<file path="src/rtl/aes_key_expand.sv">
// rtl/aes_key_expand.sv - AES-128 key schedule controller driving an external SubWord unit.
// Define KEYEXP_STORE_EN to add an 11-entry round key store readable via rd_idx/rd_key.
module aes_key_expand #(
  parameter int          SW_TIMEOUT = 15,
  parameter logic [7:0]  RCON_INIT  = 8'h01
) (
  input  logic         clk,
  input  logic         reset,
  input  logic         start,
  input  logic [127:0] key_in,
  output logic         sw_req,
  output logic [31:0]  sw_word,
  input  logic         sw_done,
  input  logic [31:0]  sw_result,
  output logic [127:0] round_key,
  output logic [3:0]   rk_index,
  output logic         rk_valid,
  input  logic         rk_ready,
  output logic         busy,
  output logic         done,
`ifdef KEYEXP_STORE_EN
  input  logic [3:0]   rd_idx,
  output logic [127:0] rd_key,
`endif
  output logic         sw_err
);

  localparam logic [2:0] S_IDLE     = 3'd0;
  localparam logic [2:0] S_LOAD     = 3'd1;
  localparam logic [2:0] S_EMIT     = 3'd2;
  localparam logic [2:0] S_SUB_REQ  = 3'd3;
  localparam logic [2:0] S_SUB_WAIT = 3'd4;
  localparam logic [2:0] S_COMBINE  = 3'd5;
  localparam logic [2:0] S_DONE     = 3'd6;
  localparam logic [2:0] S_ERR      = 3'd7;

  localparam int            CW     = (SW_TIMEOUT < 1) ? 1 : $clog2(SW_TIMEOUT + 1);
  localparam logic [CW-1:0] TO_MAX = CW'(SW_TIMEOUT);

  logic [2:0]    state;
  logic [31:0]   w0, w1, w2, w3;
  logic [31:0]   t;
  logic [7:0]    rcon;
  logic [CW-1:0] cnt;
  logic [31:0]   n0, n1, n2, n3;
  logic          start_acc;

  function automatic logic [7:0] xtime(input logic [7:0] r);
    return {r[6:0], 1'b0} ^ (r[7] ? 8'h1b : 8'h00);
  endfunction

  // Next four words chain off each other, so the whole round is one XOR ripple.
  assign n0 = w0 ^ t;
  assign n1 = w1 ^ n0;
  assign n2 = w2 ^ n1;
  assign n3 = w3 ^ n2;

  assign start_acc = start && (state == S_IDLE || state == S_DONE || state == S_ERR);

  always_ff @(posedge clk) begin
    if (reset) begin
      state     <= S_IDLE;
      w0        <= '0;
      w1        <= '0;
      w2        <= '0;
      w3        <= '0;
      t         <= '0;
      rcon      <= RCON_INIT;
      cnt       <= '0;
      sw_req    <= 1'b0;
      sw_word   <= '0;
      round_key <= '0;
      rk_index  <= '0;
      rk_valid  <= 1'b0;
      busy      <= 1'b0;
      done      <= 1'b0;
      sw_err    <= 1'b0;
    end else begin
      case (state)
        S_IDLE, S_DONE, S_ERR: begin
          if (start_acc) begin
            w0       <= key_in[127:96];
            w1       <= key_in[95:64];
            w2       <= key_in[63:32];
            w3       <= key_in[31:0];
            rk_index <= '0;
            rcon     <= RCON_INIT;
            sw_err   <= 1'b0;
            busy     <= 1'b1;
            done     <= 1'b0;
            state    <= S_LOAD;
          end
        end
        S_LOAD: begin
          round_key <= {w0, w1, w2, w3};
          rk_valid  <= 1'b1;
          state     <= S_EMIT;
        end
        S_EMIT: begin
          // No timeout here: a stalled consumer simply holds the key.
          if (rk_ready) begin
            rk_valid <= 1'b0;
            if (rk_index == 4'd10) begin
              busy  <= 1'b0;
              done  <= 1'b1;
              state <= S_DONE;
            end else begin
              sw_req  <= 1'b1;
              sw_word <= {w3[23:0], w3[31:24]};
              state   <= S_SUB_REQ;
            end
          end
        end
        S_SUB_REQ: begin
          sw_req <= 1'b0;
          cnt    <= '0;
          state  <= S_SUB_WAIT;
        end
        S_SUB_WAIT: begin
          // A result arriving on the timeout cycle is still taken.
          if (sw_done) begin
            t     <= sw_result ^ {rcon, 24'h0};
            state <= S_COMBINE;
          end else if (cnt == TO_MAX) begin
            sw_err <= 1'b1;
            busy   <= 1'b0;
            state  <= S_ERR;
          end else begin
            cnt <= cnt + CW'(1);
          end
        end
        S_COMBINE: begin
          w0        <= n0;
          w1        <= n1;
          w2        <= n2;
          w3        <= n3;
          round_key <= {n0, n1, n2, n3};
          rk_index  <= rk_index + 4'd1;
          rcon      <= xtime(rcon);
          rk_valid  <= 1'b1;
          state     <= S_EMIT;
        end
        default: state <= S_IDLE;
      endcase
    end
  end

`ifdef KEYEXP_STORE_EN
  logic [127:0] store [0:10];

  always_ff @(posedge clk) begin
    if (reset || start_acc) begin
      for (int i = 0; i < 11; i++) store[i] <= '0;
    end else if (state == S_LOAD) begin
      store[0] <= {w0, w1, w2, w3};
    end else if (state == S_COMBINE) begin
      store[rk_index + 4'd1] <= {n0, n1, n2, n3};
    end
  end

  always_ff @(posedge clk) begin
    if (reset) begin
      rd_key <= '0;
    end else begin
      rd_key <= (rd_idx <= 4'd10) ? store[rd_idx] : '0;
    end
  end
`endif

endmodule

</file>
<file path="config.mk">
export PLATFORM = sky130hd
export DESIGN_NAME = aes_key_expand
export DESIGN_NICKNAME = d
export VERILOG_FILES = /design/src/rtl/aes_key_expand.sv
export SDC_FILE = /design/constraint.sdc
export NUM_CORES = 1
export LEC_CHECK = 0
export CAP_MARGIN = 20
export CORE_MARGIN = 2
export CORE_UTILIZATION = 52
export DETAILED_ROUTE_END_ITERATION = 12
export PLACE_DENSITY = 0.88
export SLEW_MARGIN = 40
export SYNTH_ARGS = -nofsm -noshare
export SYNTH_HDL_FRONTEND = slang
export SYNTH_SLANG_ARGS = --single-unit
</file>
<file path="constraint.sdc">
create_clock -name clk -period 1.8 [get_ports clk]
set_input_delay 0.36 -clock clk [delete_from_list [all_inputs] [get_ports clk]]
set_output_delay 0.36 -clock clk [all_outputs]
set_load 0.01 [all_outputs]
</file>
==> run metrics <==
Die Footprint 32,620 um2; Mapped Cells 1,960; sequential share of the synthesized area 42.46%; via count 16,160; GRT met3 Usage 5.922%; layout cell share with drive strength beyond 1 slightly below 9%; Area Growth Syn to Fin 33.45%; CTS Buf Count 38; area share of the largest cell type after synthesis 42.46%; Root Buffer clkbuf_16; Top delay family on crit path buffers and inverters; Mapped Nets 2,128; CP max stage cell clkdlybuf4s50_1; Remaining DRCs 0; Post-DP HPWL 35.35 mm; IO buf count approximately 330; Cell Area, Synth 16,220 um2; die width between 150 and 200 um; Hold Vio Cnt, Final 0; # fillers 2,245; Netlist cell types between 40 and 50; worst endpoint required time 1.44 ns; GRT Max-Usage Layer met2; DRT iter0 DRCs 1,863; Pwr Density 1557 nW/um2; antenna-violating nets left 0; CP startpoint kind flop; Max Slew Vio Count 0; Worst Hold Path Cells 2; DP Area 20,250 um2; commonest non-fill, non-tap cell in the layout dfxtp_1; largest net degree at the start of global routing 109; Worst R2R Start state[0]; Final Cell Area 21,650 um2; Initial Utilization between 50% and 60%; Max Fclk 562.2 MHz; Slew HR ~64%; post-synth top area cell dfxtp_1; initial antenna violation count 5; Final min period 1.779 ns; gr ovfl total 0; worst path bufs/invs 1; CTS max path bufs 3; hold path endpoint w2[18]; RSZ-0062 raised after global routing no; I/O pin cnt approximately 330; FF-to-FF End round_key[25]; Crit path largest cell delay 0.56 ns; WS Path Type flop to primary output; predominant post-synthesis flop cell dfxtp_1; Via density ~6; DRT Wirelength 52.55 mm; Die Span Y 180.6 um; Worst Path Max Fanout 2; hold wc startpoint reset; VDD IR max between 0.9 and 1 mV; # clock sinks 344; Max H-tree Level 2; Pleak 8.401 nW; CTS Hold Bufs 0; crit path DAT 1.42 ns; TNS Setup 0 ns; Seq cells post-synth 344; first-pass GRT wire length 81.83 mm; GP Congestion 0.9273; flop2flop setup slack 0.10 ns; Worst-path clk slew 0.06 ns; synth top area cells dfxtp_1, xor2_1, nand2_1; period utilization a little over nine tenths; commonest non-fill, non-tap cells in the layout dfxtp_1, nand2_1, clkdlybuf4s50_1; grt met1 use about two fifths; row count 64; Critical Path Sink Type primary output; YS warnings 0; DRT Pass-1 Iters 6; Layout Nets ~2,400; WL per Instance 19.52 um; Final Skew about 0.012 ns; Post-synth EDFFs 0; Total GRT Usage 30.58%; Final Setup Violations 0; met2 usage in global routing 47.33%; cell breakdown of the critical path clkdlybuf4s50_1; worst setup path startpoint round_key[39]; outcome completed; clk_lat worst skew 0.52 ns; Max-Cap Viols 0; Worst Tran Pin Value 0.5290 ns; vias in the first global route about 15,000; R2R depth 4; Syn Area/Cell 8.276 um2; Tightest Hold Check Type input port to flop; core area ~31,000 um2; CTS tree done; Synth async-reset ratio 0%
logic make-up (layout without fill, tap and decap cells):
logic type	after synthesis	count (layout)	share of synthesized area, %
simple gates	694	694	18.79
fa+ha+maj	3	3	0.2314
other cells	0	4	0
compound gates	514	514	21.48
flops	344	344	42.46
buf+inv	196	529	5.739
xor+xnor	207	207	11.18
mux	2	2	0.1234
state kept, by name, summed over array words and instances (netlist names), 3 cells and up:
| name | flops |
|---|---|
| t | 32 |
| rk_index | 4 |
| round_key | 128 |
| state | 3 |
| cnt | 4 |
| w2 | 32 |
| sw_word | 32 |
| w0 | 32 |
| rcon | 8 |
| w3 | 32 |
| w1 | 32 |
cell usage after synthesis (30+ instances only):
master / instances
o21ai_0: 33
xor2_1: 134
buf_2: 60
clkbuf_1: 64
a2bb2oi_1: 32
xnor2_1: 73
o211ai_1: 33
a21oi_1: 170
o32ai_1: 32
a22oi_1: 32
or2_2: 33
dfxtp_1: 344
nand2_1: 288
a211oi_1: 73
a31oi_1: 33
nand2b_1: 36
nand3_1: 142
a311oi_1: 33
nor2_1: 175
buf_4: 30
inv_1: 37
a32oi_1: 32
layer usage:
metal / part of all wire [%] / routed length, um
met5: 0 / 0
met4: 4.7 / 2459
met3: 8.9 / 4667
met2: 45 / 23720
met1: 41 / 21710
area by class of cell:
class	instances	area (um2)	area share (%)
Antenna cell	4	10.01	0.04624
Clock buffer	58	1190	5.497
Clock inverter	9	100.1	0.4624
Inverter	37	138.9	0.6416
Multi-Input combinational cell	1420	8448	39.03
Sequential cell	344	6890	31.83
Tap cell	396	495.5	2.289
Timing Repair Buffer	425	4374	20.21
power by group:
part	switching (mW)	internal, mW
clock network	3.11	4.84
logic	8.53	6.02
registers	1.66	9.54
worst max-delay path by stage:
| stage | end | slack [ns] | cells after the start |
|---|---|---|---|
| floorplan | sw_word[21] | 0.29 | 8 |
| global placement | done | -0.05 | 5 |
| detailed placement | w0[19] | -0.08 | 6 |
| CTS | sw_word[11] | 0.001 | 1 |
| global route | round_key[81] | 0.0001 | 1 |
| finish | round_key[39] | 0.02 | 1 |
per-stage QoR:
step | util (%) | total power [mW] | hold slack (ns) | instances | worst slack (ns)
5_1_grt | 70.58 | 35.41 | 0.1189 | 2693 | 0.0001305
3_5_place_dp | 66.03 | 25.76 | 0.4480 | 2619 | -0.08001
2_1_floorplan | - | 19.81 | 0.4549 | 1960 | 0.2919
3_3_place_gp | 66.03 | 25.22 | 0.4438 | 2619 | -0.05173
6_report | 70.58 | 33.69 | 0.1224 | 2693 | 0.02128
4_1_cts | 70.00 | 33.54 | 0.1017 | 2686 | 0.001018
worst register-to-register path: cells and delay by family, from the launching register on:
kind	cells	cell delay (ns)
AND/OR/NAND/NOR	2	0.48
AO/OA/AOI/OAI	1	0.34
flip-flops	1	0.47
buffers and inverters	1	0.31
what timing repair did:
action,4_1_cts,5_1_grt
gates resized for setup,59,48
endpoints found under the setup margin,59,64
pin swaps,0,1
buffers inserted,0,3
No activity file was read; power rests on OpenSTA's default activity.
